`src/rtl/uart_rx.sv`:
```
// uart_rx: 8N1 serial receiver feeding a small first-word-fall-through FIFO
// Ports:
//   clk      system clock, all state changes on the rising edge
//   reset    asynchronous active-low reset
//   rxd      serial input, idles high, asynchronous to clk
//   IOread   active-low read strobe: pops the FIFO head when non-empty, clears sticky flags
//   dataout  FIFO head value, 0 when empty
//   RXready  FIFO non-empty
//   overrun  sticky: a received byte was dropped because the FIFO was full
//   framerr  sticky: a stop bit was sampled low
module uart_rx #(
    parameter int ClkPerBit    = 16,
    parameter int WordSize     = 8,
    parameter int FifoAddrSize = 2
) (
    input  logic                clk,
    input  logic                reset,
    input  logic                rxd,
    input  logic                IOread,
    output logic [WordSize-1:0] dataout,
    output logic                RXready,
    output logic                overrun,
    output logic                framerr
);
    localparam int TW    = $clog2(ClkPerBit);
    localparam int CW    = WordSize > 1 ? $clog2(WordSize) : 1;
    localparam int AW    = FifoAddrSize + 1;
    localparam int Depth = 1 << FifoAddrSize;

    typedef enum logic [2:0] {IDLE, START, DATA, STOP, WAITHI} state_t;

    state_t              state, next;
    logic [1:0]          sync;
    logic                rxs;
    logic [TW-1:0]       timer;
    logic [CW-1:0]       bitcnt;
    logic [WordSize-1:0] shreg;
    logic                half_tick, full_tick, last_bit, tmr_clr;
    logic                shift_en, push, ferr_set;
    logic [WordSize-1:0] mem [Depth];
    logic [AW-1:0]       wp, rp;
    logic                empty, full, pop, wr, ovr_set;

    always_ff @(posedge clk or negedge reset)
        if (!reset) sync <= 2'b11;
        else        sync <= {sync[0], rxd};

    assign rxs       = sync[1];
    assign half_tick = timer == TW'(ClkPerBit / 2 - 1);
    assign full_tick = timer == TW'(ClkPerBit - 1);
    assign last_bit  = bitcnt == CW'(WordSize - 1);

    always_ff @(posedge clk or negedge reset)
        if (!reset) state <= IDLE;
        else        state <= next;

    always_comb begin
        next = state;
        case (state)
            IDLE:    next = rxs ? IDLE : START;
            START:   next = half_tick ? (rxs ? IDLE : DATA) : START;
            DATA:    next = (full_tick && last_bit) ? STOP : DATA;
            STOP:    next = full_tick ? (rxs ? IDLE : WAITHI) : STOP;
            WAITHI:  next = rxs ? IDLE : WAITHI;
            default: next = IDLE;
        endcase
    end

    always_comb begin
        shift_en = (state == DATA) && full_tick;
        push     = (state == STOP) && full_tick && rxs;
        ferr_set = (state == STOP) && full_tick && !rxs;
        // timer restarts at the start edge, at mid start bit, and at every bit-centre sample
        tmr_clr  = (state == IDLE) || ((state == START) && half_tick) || full_tick;
    end

    always_ff @(posedge clk or negedge reset)
        if (!reset) begin
            timer  <= '0;
            bitcnt <= '0;
            shreg  <= '0;
        end else begin
            timer  <= tmr_clr ? '0 : timer + TW'(1);
            bitcnt <= (state != DATA) ? '0 : shift_en ? bitcnt + CW'(1) : bitcnt;
            shreg  <= shift_en ? {rxs, shreg[WordSize-1:1]} : shreg;
        end

    assign empty   = wp == rp;
    assign full    = (wp[FifoAddrSize] != rp[FifoAddrSize]) &&
                     (wp[FifoAddrSize-1:0] == rp[FifoAddrSize-1:0]);
    assign pop     = !IOread && !empty;
    // a pop on the same edge frees the head slot, so a full FIFO still accepts the byte
    assign wr      = push && (!full || pop);
    assign ovr_set = push && full && !pop;

    always_ff @(posedge clk)
        if (wr) mem[wp[FifoAddrSize-1:0]] <= shreg;

    always_ff @(posedge clk or negedge reset)
        if (!reset) begin
            wp      <= '0;
            rp      <= '0;
            overrun <= 1'b0;
            framerr <= 1'b0;
        end else begin
            wp      <= wp + AW'(wr);
            rp      <= rp + AW'(pop);
            overrun <= ovr_set | (overrun & IOread);
            framerr <= ferr_set | (framerr & IOread);
        end

    assign dataout = empty ? '0 : mem[rp[FifoAddrSize-1:0]];
    assign RXready = !empty;
endmodule

```
`config.mk`:
```
export PLATFORM = sky130hd
export DESIGN_NAME = uart_rx
export DESIGN_NICKNAME = d
export VERILOG_FILES = /design/src/rtl/uart_rx.sv
export SDC_FILE = /design/constraint.sdc
export NUM_CORES = 1
export LEC_CHECK = 0
export CORE_MARGIN = 1
export CORE_UTILIZATION = 52
export DETAILED_ROUTE_END_ITERATION = 16
export GPL_ROUTABILITY_DRIVEN = 0
export PLACE_DENSITY = 0.71
export SLEW_MARGIN = 20
export SYNTH_ARGS = -nofsm -noshare
export SYNTH_HDL_FRONTEND = slang
export SYNTH_SLANG_ARGS = --single-unit
```
`constraint.sdc`:
```
create_clock -name clk -period 2.2 [get_ports clk]
set_input_delay 0.33 -clock clk [delete_from_list [all_inputs] [get_ports clk]]
set_output_delay 0.33 -clock clk [all_outputs]
set_load 0.03 [all_outputs]
```
# Yosys cells after proc, flatten, opt, wreduce, memory -nomap -nowiden
# Memory sizes are Yosys's and may differ from the RTL's.
# Cells that the tools add are included.
[op_classes]
n_addsub = 4
n_eq_ne = 11
mux = 13
bitwise = 4
reduce_logical = 21
[ops]
columns = ["cell", "n"]
rows = [
  ["$pmux 3 s5", 1],
  ["$mux 3", 4],
  ["$logic_and 1x1->1", 11],
  ["$mux 8", 1],
  ["$add 3x1->3", 2],
  ["$eq 3x2->1 const B", 2],
  ["$eq 3x3->1 const B", 2],
  ["$logic_not 1->1", 5],
  ["$add 4x1->4 const B", 1],
  ["$eq 4x3->1 const B", 1],
  ["$eq 4x4->1 const B", 1],
  ["$mux 1", 4],
  ["$mux 2", 2],
  ["$mux 4", 1],
  ["$add 3x1->3 const B", 1],
  ["$eq 3x1->1 const B", 1],
  ["$eq 3x3->1", 1],
  ["$logic_not 3->1", 1],
  ["$logic_or 1x1->1", 3],
  ["$ne 3x2->1 const B", 1],
  ["$and 1x1->1", 2],
  ["$eq 2x2->1", 1],
  ["$or 1x1->1", 2],
  ["$reduce_bool 2->1", 1],
  ["$ne 1x1->1", 1],
]
[totals]
regBits = 28
ram_bits = 32
mem_count = 1
[memory_table]
columns = ["name", "depth", "width", "read_ports", "rd_clocked_by_memory_dff", "write_ports", "line_no", "rtl"]
rows = [
  ["mem", 4, 8, 1, 0, 1, "40", "logic [WordSize-1:0] mem [Depth];"],
]

# Depth between registers and ports, before layout
# Gate-level depths: netlist of the first run.
[depth]
ltp_word = 7
ltp_mapped = 8
mapped_depth_nobuf = 7

# Least setup slack after synthesis of the first run
# OpenSTA, ideal clock, no wires.
[synth_path]
kind = "register -> register"
from = "reg timer[0]"
to = "mem mem[2][0], enable pin"
setup_time_ns = 0.398
t_arrival_ns = 1.951
required_ns = 1.802
path_slack_ns = -0.149
stages_incl_launch_ff = 6
period_less_slack_ns = 2.349
path_cell_list = "dfrtp_1 > ha_1 > and3_1 > buf_6 > nand4_4 > nor4b_1"
[synth_between]
elab_chain_len = 6
[synth_rtl]
columns = ["item", "line_no", "rtl"]
rows = [
  ["start, declared", "35", "logic [TW-1:0] timer;"],
  ["start signal, assigned", "83", "timer <= tmr_clr ? '0 : timer + TW'(1);"],
  ["$eq 4x4->1", "50", "assign full_tick = timer == TW'(ClkPerBit - 1);"],
  ["$logic_and 1x1->1 (2 in a row)", "71", "push = (state == STOP) && full_tick && rxs;"],
  ["$logic_and 1x1->1", "93", "assign wr = push && (!full || pop);"],
  ["$mux 1", "97", "if (wr) mem[wp[FifoAddrSize-1:0]] <= shreg;"],
  ["$mux 1 (not written as such)", "97", ""],
  ["end, declared", "40", ""],
]
# No other way between the ends.

# Final worst setup path of the first run
[layout_path]
from = "reg rp[0]"
to = "out RXready"
[layout_between]
elab_chain_len = 2
[layout_rtl]
columns = ["item", "line_no", "rtl"]
rows = [
  ["start, declared", "41", "logic [AW-1:0] wp, rp;"],
  ["start signal, assigned", "107", "rp <= rp + AW'(pop);"],
  ["$eq 3x3->1", "88", "assign empty = wp == rp;"],
  ["$logic_not 1->1", "113", "assign RXready = !empty;"],
  ["end, declared", "21", "output logic RXready,"],
]
# No other way between the ends.

==> results of run 1 <==
critical path, delay by kind of cell, from the launching register on:
kind,cells,cell delay [ns]
XOR/XNOR,1,0.15
AND/OR/NAND/NOR,1,0.15
flip-flops,1,0.41
buffers and inverters,4,0.76
metrics by stage:
| stage | util [%] | hold WS [ns] | power (W) |
|---|---|---|---|
| 2_1_floorplan | - | 0.0344 | 0.00232 |
| 3_3_place_gp | 62.0 | 0.347 | 0.00274 |
| 3_5_place_dp | 62.0 | 0.350 | 0.00279 |
| 4_1_cts | 67.1 | 0.359 | 0.00381 |
| 5_1_grt | 66.4 | 0.367 | 0.00390 |
| 6_report | 66.4 | 0.358 | 0.00373 |
layout by cell type (no fill, tap or decap), types with 2 or more instances in the layout:
cell type        Yosys  final
edfxtp_1            32     32
dfrtp_1             26     26
buf_4                2     13
nor2b_1             10     10
clkbuf_8             0     10
nor2_1               9      9
mux4_2               8      8
mux2_2               8      8
ha_1                 7      7
nand2_1              5      5
xor2_1               5      5
clkdlybuf4s50_1      0      5
clkbuf_2             0      5
o21ai_0              3      3
xor2_2               2      2
inv_1                2      2
and3_1               2      2
nand3_1              2      2
nor4b_1              2      2
mux2i_1              2      2
clkinvlp_4           0      2
clkdlybuf4s15_2      0      2
dfstp_2              2      2
sequential cells by signal, indices dropped and copies added (netlist names), 2 cells and up:
name,cells
state,3
rp,3
mem,32
timer,4
shreg,8
bitcnt,3
wp,3
sync,2
layout make-up:
type                    count  area share, %
repair buffers             28           7.65
inverters                   2          0.251
clock inverters             5           1.92
well taps                  52           2.17
clock buffers              11           5.44
multi-input cells          82           26.9
flip-flops and latches     60           55.6
kinds of logic (layout without fill, tap and decap cells):
family,Yosys count,in the layout,synth area share [%]
multiplexers,18,18,11.6
buffers and inverters,6,46,1.80
AND/OR/NAND/NOR,39,39,10.4
XOR/XNOR,9,9,3.74
AO/OA/AOI/OAI,9,9,2.59
adder cells (fa/ha/maj),7,7,3.49
flip-flops,60,60,66.4
synth_stat cells, types with 3 or more instances:
| master | number | share of area (%) |
|---|---|---|
| nor2b_1 | 10 | 2.5 |
| nor2_1 | 9 | 1.3 |
| dfrtp_1 | 26 | 26 |
| ha_1 | 7 | 3.5 |
| mux4_2 | 8 | 7.2 |
| o21ai_0 | 3 | 0.60 |
| mux2_2 | 8 | 3.6 |
| nand2_1 | 5 | 0.75 |
| xor2_1 | 5 | 1.7 |
| edfxtp_1 | 32 | 38 |
worst max path at each step:
| stage | startpoint | endpoint | slack [ns] | cells after the start |
|---|---|---|---|---|
| floorplan | timer[0]$_DFF_PN0_ | mem[2][0]$_DFFE_PP_ | -0.15 | 5 |
| global placement | rp[0]$_DFF_PN0_ | dataout[4] | 0.13 | 4 |
| detailed placement | rp[0]$_DFF_PN0_ | dataout[5] | 0.09 | 6 |
| CTS | rp[0]$_DFF_PN0_ | dataout[6] | 0.002 | 4 |
| global route | rp[0]$_DFF_PN0_ | RXready | 0.00007 | 6 |
| finish | rp[0]$_DFF_PN0_ | RXready | 0.06 | 6 |
metal layers:
| metal | GRT usage [%] | vias up | share of wire, % |
|---|---|---|---|
| met1 | 21.0 | 684 | 43 |
| met4 | 13.6 | 0 | 2.7 |
| met2 | 31.1 | 27 | 51 |
| met3 | 5.06 | 10 | 3.4 |
| li1 | - | 620 | - |
| met5 | 0 | - | 0 |
where the power goes:
part           internal [W]  total, W  leakage (nW)  switching [W]
sequential          0.00129   0.00142         0.659       0.000136
combinational      0.000567   0.00125         0.446       0.000684
clock              0.000620   0.00106         0.104       0.000437
timing repair:
action | in CTS | in global routing
endpoints found under the setup margin | 9 | 6
hold buffers | 0 | 0
gates resized for setup | 20 | 8
pin swaps | 0 | 0
endpoints found under the hold margin | 0 | 0
==> flow_summary.ini, run 1 <==
[clocking]
clkTransAtPathRegs_ns = 0.07
cts_max_level = 3
postCtsSetupRepairBufs = 0
clock_sinks = 60
cts-root-buf = clkbuf_8
cts.path.max_buffers = 2
cts_tree = yes
clk_latency_ns = 0.34
cts_made_buffers = 9

[synth]
syn_nets = 159
syn_inst = 148
yosys_warnings = 0
synth_edf_count = 32
syn-cell-area_um2 = 2510
ys_types = 35
seq_area_frac_synth_pct = 66.4
synthFlopType = edfxtp_1
avgSynthCellArea_um2 = 16.9
async_flop_share_pct = 46.7
ys_seq_elements = 60

[floorplan]
rows = 24
chipWidth_um = 71.4
start_util_pct = 55.7
die-area_um2 = 5100
die_h_um = 71.4
coreArea_um2 = 4500
io_pins = 15

[timing]
worstMarginPinSlew_ns = 0.395
setup_ws_ns = 0.0638
maxSlewViolCount = 0
rsz0062_at_grt = false
setup_viol = 0
finalCritPeriodShare_pct = 97.1
max_freq_mhz = 468
setup_tns_ns = 0
finalCriticalPeriod_ns = 2.14
finClkSkew_ns = 0.00484
hold_viol_final = 0
max-slew-margin-rel_pct = 73.5

[grt]
antenna_found_initial = 0
grt_pass1_vias = 1457
grt_use_total_pct = 18.8
grt_max_degree = 29
grt_pass1_wl_um = 6770
grt_overflow = 0

[pwr]
power_leakage_nw = 1.21
powerDensity_nw_per_um2 = 1250
ir_drop_v = 0.000753

[critical_path]
rr_endpoint = wp[2]$_DFF_PN0_
ff2ff_path_depth = 8
slowest_delay_ns = 0.41
cp_data_required_time_ns = 1.87
cp-start-kind = flip-flop
crit_type = flip-flop to output port
end_kind = output port
path_cells = buf_4 -> xor2_2 -> nor3b_2 -> buf_4 -> inv_1 -> dlygate4sd2_1
critPathMaxFanout = 10
slowest_stage = dfrtp_1
crit_arrival_ns = 1.81
timing.rr.start = rp[0]$_DFF_PN0_
ff2ff_setup_slack_ns = 0.24
cp_common_cell = buf_4

[placed_design]
dp_cells = 224
place_area_um2 = 2790
dp_hpwl_um = 2860
io_buffers = 14
pre_cts_ws_ns = 0.0877

[final_layout]
seqCellArea_um2 = 1660
final_nets = 194
fin_area_um2 = 2990
drive_gt1_share_pct = 33.5
finalNonFillerCells = 240
area_growth_pct = 19.3
nFillCells = 326
antenna_cells = 0
multi_input_area_um2 = 806

[routing]
drt_iter0_markers = 63
drc = 0
routedWlPerCell_um = 17.3
wirelength_um = 4150
antenna_left = 0
viasPerCell = 5.59
drt_first_pass_iters = 4
via_count = 1341

[worst_hold_path]
hold_class = primary input to async pin

[job]
cap_viol_max_count = 0

[status]
outcome = complete, no violations
No activity file was read; power rests on OpenSTA's default activity.
==> run 2: changes to the inputs <==
--- a/config.mk
+++ b/config.mk
@@ -6,10 +6,12 @@
 export NUM_CORES = 1
 export LEC_CHECK = 0
 export CORE_MARGIN = 1
-export CORE_UTILIZATION = 52
+export CORE_UTILIZATION = 35
 export DETAILED_ROUTE_END_ITERATION = 16
 export GPL_ROUTABILITY_DRIVEN = 0
-export PLACE_DENSITY = 0.71
+export HOLD_SLACK_MARGIN = 0.08
+export MAX_ROUTING_LAYER = met4
+export PLACE_DENSITY = 0.51
 export SLEW_MARGIN = 20
 export SYNTH_ARGS = -nofsm -noshare
 export SYNTH_HDL_FRONTEND = slang
==> run 2 against run 1 <==
Design area grew 0.88%. Critical path depth fell by 2. Sequential power about the same. Largest cell class unchanged. Largest power group unchanged.
==> flow_summary.ini, run 2 (synthesis results as in run 1) <==
[status]
outcome = complete, no violations

[clocking]
cts.path.max_buffers = 2
cts_made_buffers = 9
clkTransAtPathRegs_ns = 0.06
postCtsHoldBufs = 0
clock_sinks = 60
clk_latency_ns = 0.33
cts_tree = yes
cts-root-buf = clkbuf_8
cts_max_level = 3

[routing]
via_count = 1326
antenna_left = 0
drt_first_pass_iters = 4
routedWlPerCell_um = 14.6
viasPerCell = 4.65
drc = 0
drt_iter0_markers = 46
wirelength_um = 4160

[worst_hold_path]
hold_class = flip-flop to flip-flop
min_to = sync[1]$_DFF_PN1_
hold_path_depth = 0
min_from = sync[0]$_DFF_PN1_

[critical_path]
ff2ff_setup_slack_ns = 0.33
path_cells = buf_4 -> mux4_2 -> nor2b_1 -> clkbuf_2
timing.rr.start = timer[0]$_DFF_PN0_
crit_arrival_ns = 1.68
cp-start-kind = flip-flop
end_kind = output port
slowest_delay_ns = 0.50
critPathMaxFanout = 5
slowest_stage = mux4_2
cp_data_required_time_ns = 1.87
ff2ff_path_depth = 5
crit_type = flip-flop to output port
rr_endpoint = mem[1][0]$_DFFE_PP_

[final_layout]
final_nets = 195
final_cell_mix = edfxtp_1, dfrtp_1, buf_4, nor2b_1
nFillCells = 634
seqCellArea_um2 = 1660
fin_util_pct = 43.9
multi_input_area_um2 = 798
final_common_cell = edfxtp_1
antenna_cells = 0
drive_gt1_share_pct = 32.8
area_growth_pct = 20.4
finalNonFillerCells = 285
largest_reg_flops = 32

[timing]
finalCritPeriodShare_pct = 91.6
max_freq_mhz = 496
hold_viol_final = 0
worstMarginPinSlew_ns = 0.406
maxSlewViolCount = 0
max-slew-margin-rel_pct = 73.0
finClkSkew_ns = 0.00331
rsz0062_at_grt = false
setup_viol = 0
finalCriticalPeriod_ns = 2.01

[floorplan]
chipWidth_um = 86.6
io_pins = 15
coreArea_um2 = 6870
die_h_um = 86.6
start_util_pct = 36.5
die-area_um2 = 7510
rows = 30

[pwr]
power_leakage_nw = 1.20
ir_drop_v = 0.000501
p_int_w = 0.00246
p_sw_w = 0.00121
powerDensity_nw_per_um2 = 1220
clkPwrFrac_pct = 28.3
power_frac_seq_pct = 38.5
p_comb_share_pct = 33.2
swShare_pct = 33.0

[grt]
grt_pass1_vias = 1438
grt_overflow = 0
grt_use_total_pct = 14.0
antenna_found_initial = 0
grt_pass1_wl_um = 7130
grt_max_degree = 29

[placed_design]
dp_hpwl_um = 2800
dp_cells = 269
io_buffers = 14

[job]
cap_viol_max_count = 0
[run 2: cell count changes in the layout (fill, tap and decap cells not counted)]
cell / delta
clkinv_4: -1
clkbuf_8: -1
dlygate4sd2_1: -1
clkdlybuf4s15_2: -2
clkinv_2: +1
clkbuf_1: +2
clkbuf_2: +3
xnor2_1: +1
bufinv_16: +1
clkbuf_16: -1
xnor2_2: -1
buf_4: +1
clkinvlp_4: -1
[run 2: worst max path at each step]
stage | startpoint | end | slack [ns] | cells past startpoint
after floorplan | timer[0]$_DFF_PN0_ | mem[2][0]$_DFFE_PP_ | -0.15 | 5
after global placement | rp[0]$_DFF_PN0_ | dataout[5] | 0.12 | 4
after detailed placement | rp[0]$_DFF_PN0_ | dataout[6] | 0.08 | 6
after CTS | rp[0]$_DFF_PN0_ | dataout[0] | 0.0005 | 4
after global routing | rp[0]$_DFF_PN0_ | dataout[3] | 0.08 | 4
final | rp[0]$_DFF_PN0_ | dataout[1] | 0.19 | 4
[run 2: cell type report]
type | count | area share (%)
inverters | 2 | 0.249
clock buffers | 11 | 4.35
well taps | 96 | 3.98
repair buffers | 29 | 7.30
flip-flops and latches | 60 | 55.1
clock inverters | 5 | 2.53
multi-input cells | 82 | 26.5
[run 2: worst max-delay path: cells and delay by family (launching register included)]
kind	cells	cell delay, ns
simple gates	1	0.14
buf+inv	2	0.35
mux	1	0.50
flops	1	0.36
[run 2: what timing repair did]
action	4_1_cts	5_1_grt
setup buffers	0	0
setup endpoints to repair	9	9
resized for setup	16	13
[run 2: power groups by stage]
stage / sequential [W] / combinational, W / clock, W
after global routing: 0.00144 / 0.00134 / 0.00112
final: 0.00142 / 0.00122 / 0.00104
after floorplan: 0.00139 / 0.000925 / 0
after detailed placement: 0.00144 / 0.00136 / 0
after CTS: 0.00142 / 0.00130 / 0.00107
after global placement: 0.00143 / 0.00133 / 0
[run 2: layer usage]
layer  vias to the layer above  GRT usage [%]  share of wire [%]
met5                         -              -                  0
met2                        19           22.2                 51
met4                         0           6.82                1.8
met1                       668           15.4                 43
li1                        629              -                  -
met3                        10           5.43                4.0
[run 2: per-stage QoR]
stage	setup TNS, ns	hold WS [ns]	power, W	setup WS (ns)	cell area, um2
2_1_floorplan	-2.53	0.0344	0.00232	-0.149	2510
3_3_place_gp	0	0.348	0.00276	0.116	2860
3_5_place_dp	0	0.348	0.00280	0.0849	2860
4_1_cts	0	0.358	0.00379	0.000467	3060
5_1_grt	0	0.370	0.00390	0.0819	3020
6_report	0	0.356	0.00368	0.185	3020
==> run 3: changes to the inputs <==
--- a/config.mk
+++ b/config.mk
@@ -8,10 +8,11 @@
 export CORE_MARGIN = 1
 export CORE_UTILIZATION = 35
 export DETAILED_ROUTE_END_ITERATION = 16
+export DONT_BUFFER_PORTS = 1
 export GPL_ROUTABILITY_DRIVEN = 0
 export HOLD_SLACK_MARGIN = 0.08
 export MAX_ROUTING_LAYER = met4
-export PLACE_DENSITY = 0.51
+export PLACE_DENSITY = 0.48
 export SLEW_MARGIN = 20
 export SYNTH_ARGS = -nofsm -noshare
 export SYNTH_HDL_FRONTEND = slang
==> run 3 against run 2 <==
Core utilization shrank 0.11 points. Flip-flop and latch count is the same. Combinational power shrank 3%. Design area shrank 0.25%. Sequential share of layout area grew 0.18 points. Clock-buffer cell count is the same. Non-clock buffer count shrank 9. Routed wire length shrank 0.14%. Via count shrank 1.3%. Final cell count shrank 3.2%. Clock skew grew 0.0019 ns. Critical path type unchanged. Critical endpoint is now dataout[5]. Largest cell class unchanged. Largest power group unchanged.
==> flow_summary.ini, run 3 (synthesis results as in run 1) <==
[timing]
setup_tns_ns = 0
worstMarginPinSlew_ns = 0.404
max-slew-margin-rel_pct = 73.1
finalCritPeriodShare_pct = 93.2
finalCriticalPeriod_ns = 2.05
setup_viol = 0
maxSlewViolCount = 0
hold_viol_final = 0
rsz0062_at_grt = false
max_freq_mhz = 488
finClkSkew_ns = 0.00525

[critical_path]
cp-start-kind = flip-flop
end_kind = output port
cp_data_required_time_ns = 1.87
critPathMaxFanout = 8
critPathTopFamily = multiplexers
slowest_delay_ns = 0.50
crit_arrival_ns = 1.72
path_cells = buf_6 -> mux4_2 -> nor2b_1 -> buf_4
crit_type = flip-flop to output port
path_buf_inv = 2
slowest_stage = mux4_2

[pwr]
power_frac_seq_pct = 37.9
power_leakage_nw = 1.20
power_w = 0.00382
p_comb_share_pct = 30.9
powerDensity_nw_per_um2 = 1270
ir_drop_v = 0.000667
clkPwrFrac_pct = 31.2
swShare_pct = 31.5
p_int_w = 0.00261
p_sw_w = 0.00120

[floorplan]
io_pins = 15
chipWidth_um = 86.6
rows = 30
die_h_um = 86.6
die-area_um2 = 7510
start_util_pct = 36.5
coreArea_um2 = 6870

[grt]
grt_overflow = 0
grt_use_total_pct = 14.0
grt_pass1_wl_um = 7080
grt_max_degree = 29
grt_pass1_vias = 1413
antenna_found_initial = 0

[routing]
viasPerCell = 4.74
drt_first_pass_iters = 3
via_count = 1309
routedWlPerCell_um = 15.1
drt_iter0_markers = 42
antenna_left = 0
drc = 0
wirelength_um = 4160

[job]
cap_viol_max_count = 0

[placed_design]
dp_hpwl_um = 2710
dp_cells = 257
place_area_um2 = 2720
io_buffers = 0

[final_layout]
final_cell_mix = edfxtp_1, dfrtp_1, buf_4, nor2b_1, clkbuf_8
seqCellArea_um2 = 1670
drive_gt1_share_pct = 32.8
nFillCells = 627
finalNonFillerCells = 276
antenna_cells = 0
multi_input_area_um2 = 806
area_growth_pct = 20.1
final_common_cell = edfxtp_1
largest_reg_flops = 32
final_nets = 186
fin_area_um2 = 3010

[clocking]
cts.path.max_buffers = 2
clk_latency_ns = 0.34
cts_made_buffers = 9
cts-root-buf = clkbuf_8
postCtsSetupRepairBufs = 0
cts_tree = yes
clkTransAtPathRegs_ns = 0.06
clock_sinks = 60
cts_max_level = 3

[worst_hold_path]
hold_class = primary input to flip-flop

[status]
outcome = complete, no violations
run 3: final timing paths:
path	start	to	slack, ns	cells after the start
max	rp[0]$_DFF_PN0_	dataout[5]	0.15	4
max reg2reg	timer[0]$_DFF_PN0_	mem[2][3]$_DFFE_PP_	0.37	5
min in group asynchronous	reset	shreg[5]$_DFFE_PN0P_	0.41	2
min reg2reg	sync[0]$_DFF_PN1_	sync[1]$_DFF_PN1_	0.36	0
min	IOread	framerr$_DFF_PN0_	0.12	2
max in group asynchronous	reset	sync[0]$_DFF_PN1_	1.56	2
run 3: power by group through the flow:
stage	Clock [W]	Combinational, W	Sequential [W]
finish	0.00119	0.00118	0.00145
global route	0.00129	0.00130	0.00147
CTS	0.00123	0.00120	0.00144
detailed placement	0	0.00117	0.00146
global placement	0	0.00116	0.00145
floorplan	0	0.000925	0.00139
run 3: final cells by class:
cell class	count	share of cell area, %
Inverter	2	0.249
Clock buffer	11	4.70
Multi-Input combinational cell	82	26.8
Clock inverter	5	3.28
Tap cell	96	3.99
Timing Repair Buffer	20	5.69
Sequential cell	60	55.3
run 3: what timing repair did:
action	4_1_cts	5_1_grt
setup endpoints to repair	0	9
hold buffers	3	0
endpoints found under the hold margin	29	0
resized for setup	0	3
run 3: worst reg2reg max path: stages, from the launching register on:
cell and delay [ns]:
dfrtp_1 0.38, ha_1 0.24, and3_1 0.25, nand4_4 0.13, nor4b_1 0.28, buf_4 0.25
run 3: metrics by stage:
step                      worst slack, ns  hold slack (ns)  util, %
after floorplan                    -0.149           0.0344        -
after global placement              0.378           0.0355     39.6
after detailed placement            0.350           0.0354     39.6
after CTS                          0.0267            0.101     43.6
after global routing               0.0342            0.115     43.8
final                               0.150            0.120     43.8
run 3: layer usage:
layer	global-route usage, %	part of all wire (%)	up-vias
li1	-	-	607
met1	15.6	44	672
met2	21.8	50	20
met3	3.71	2.6	10
met4	10.0	2.7	0
met5	-	0	-
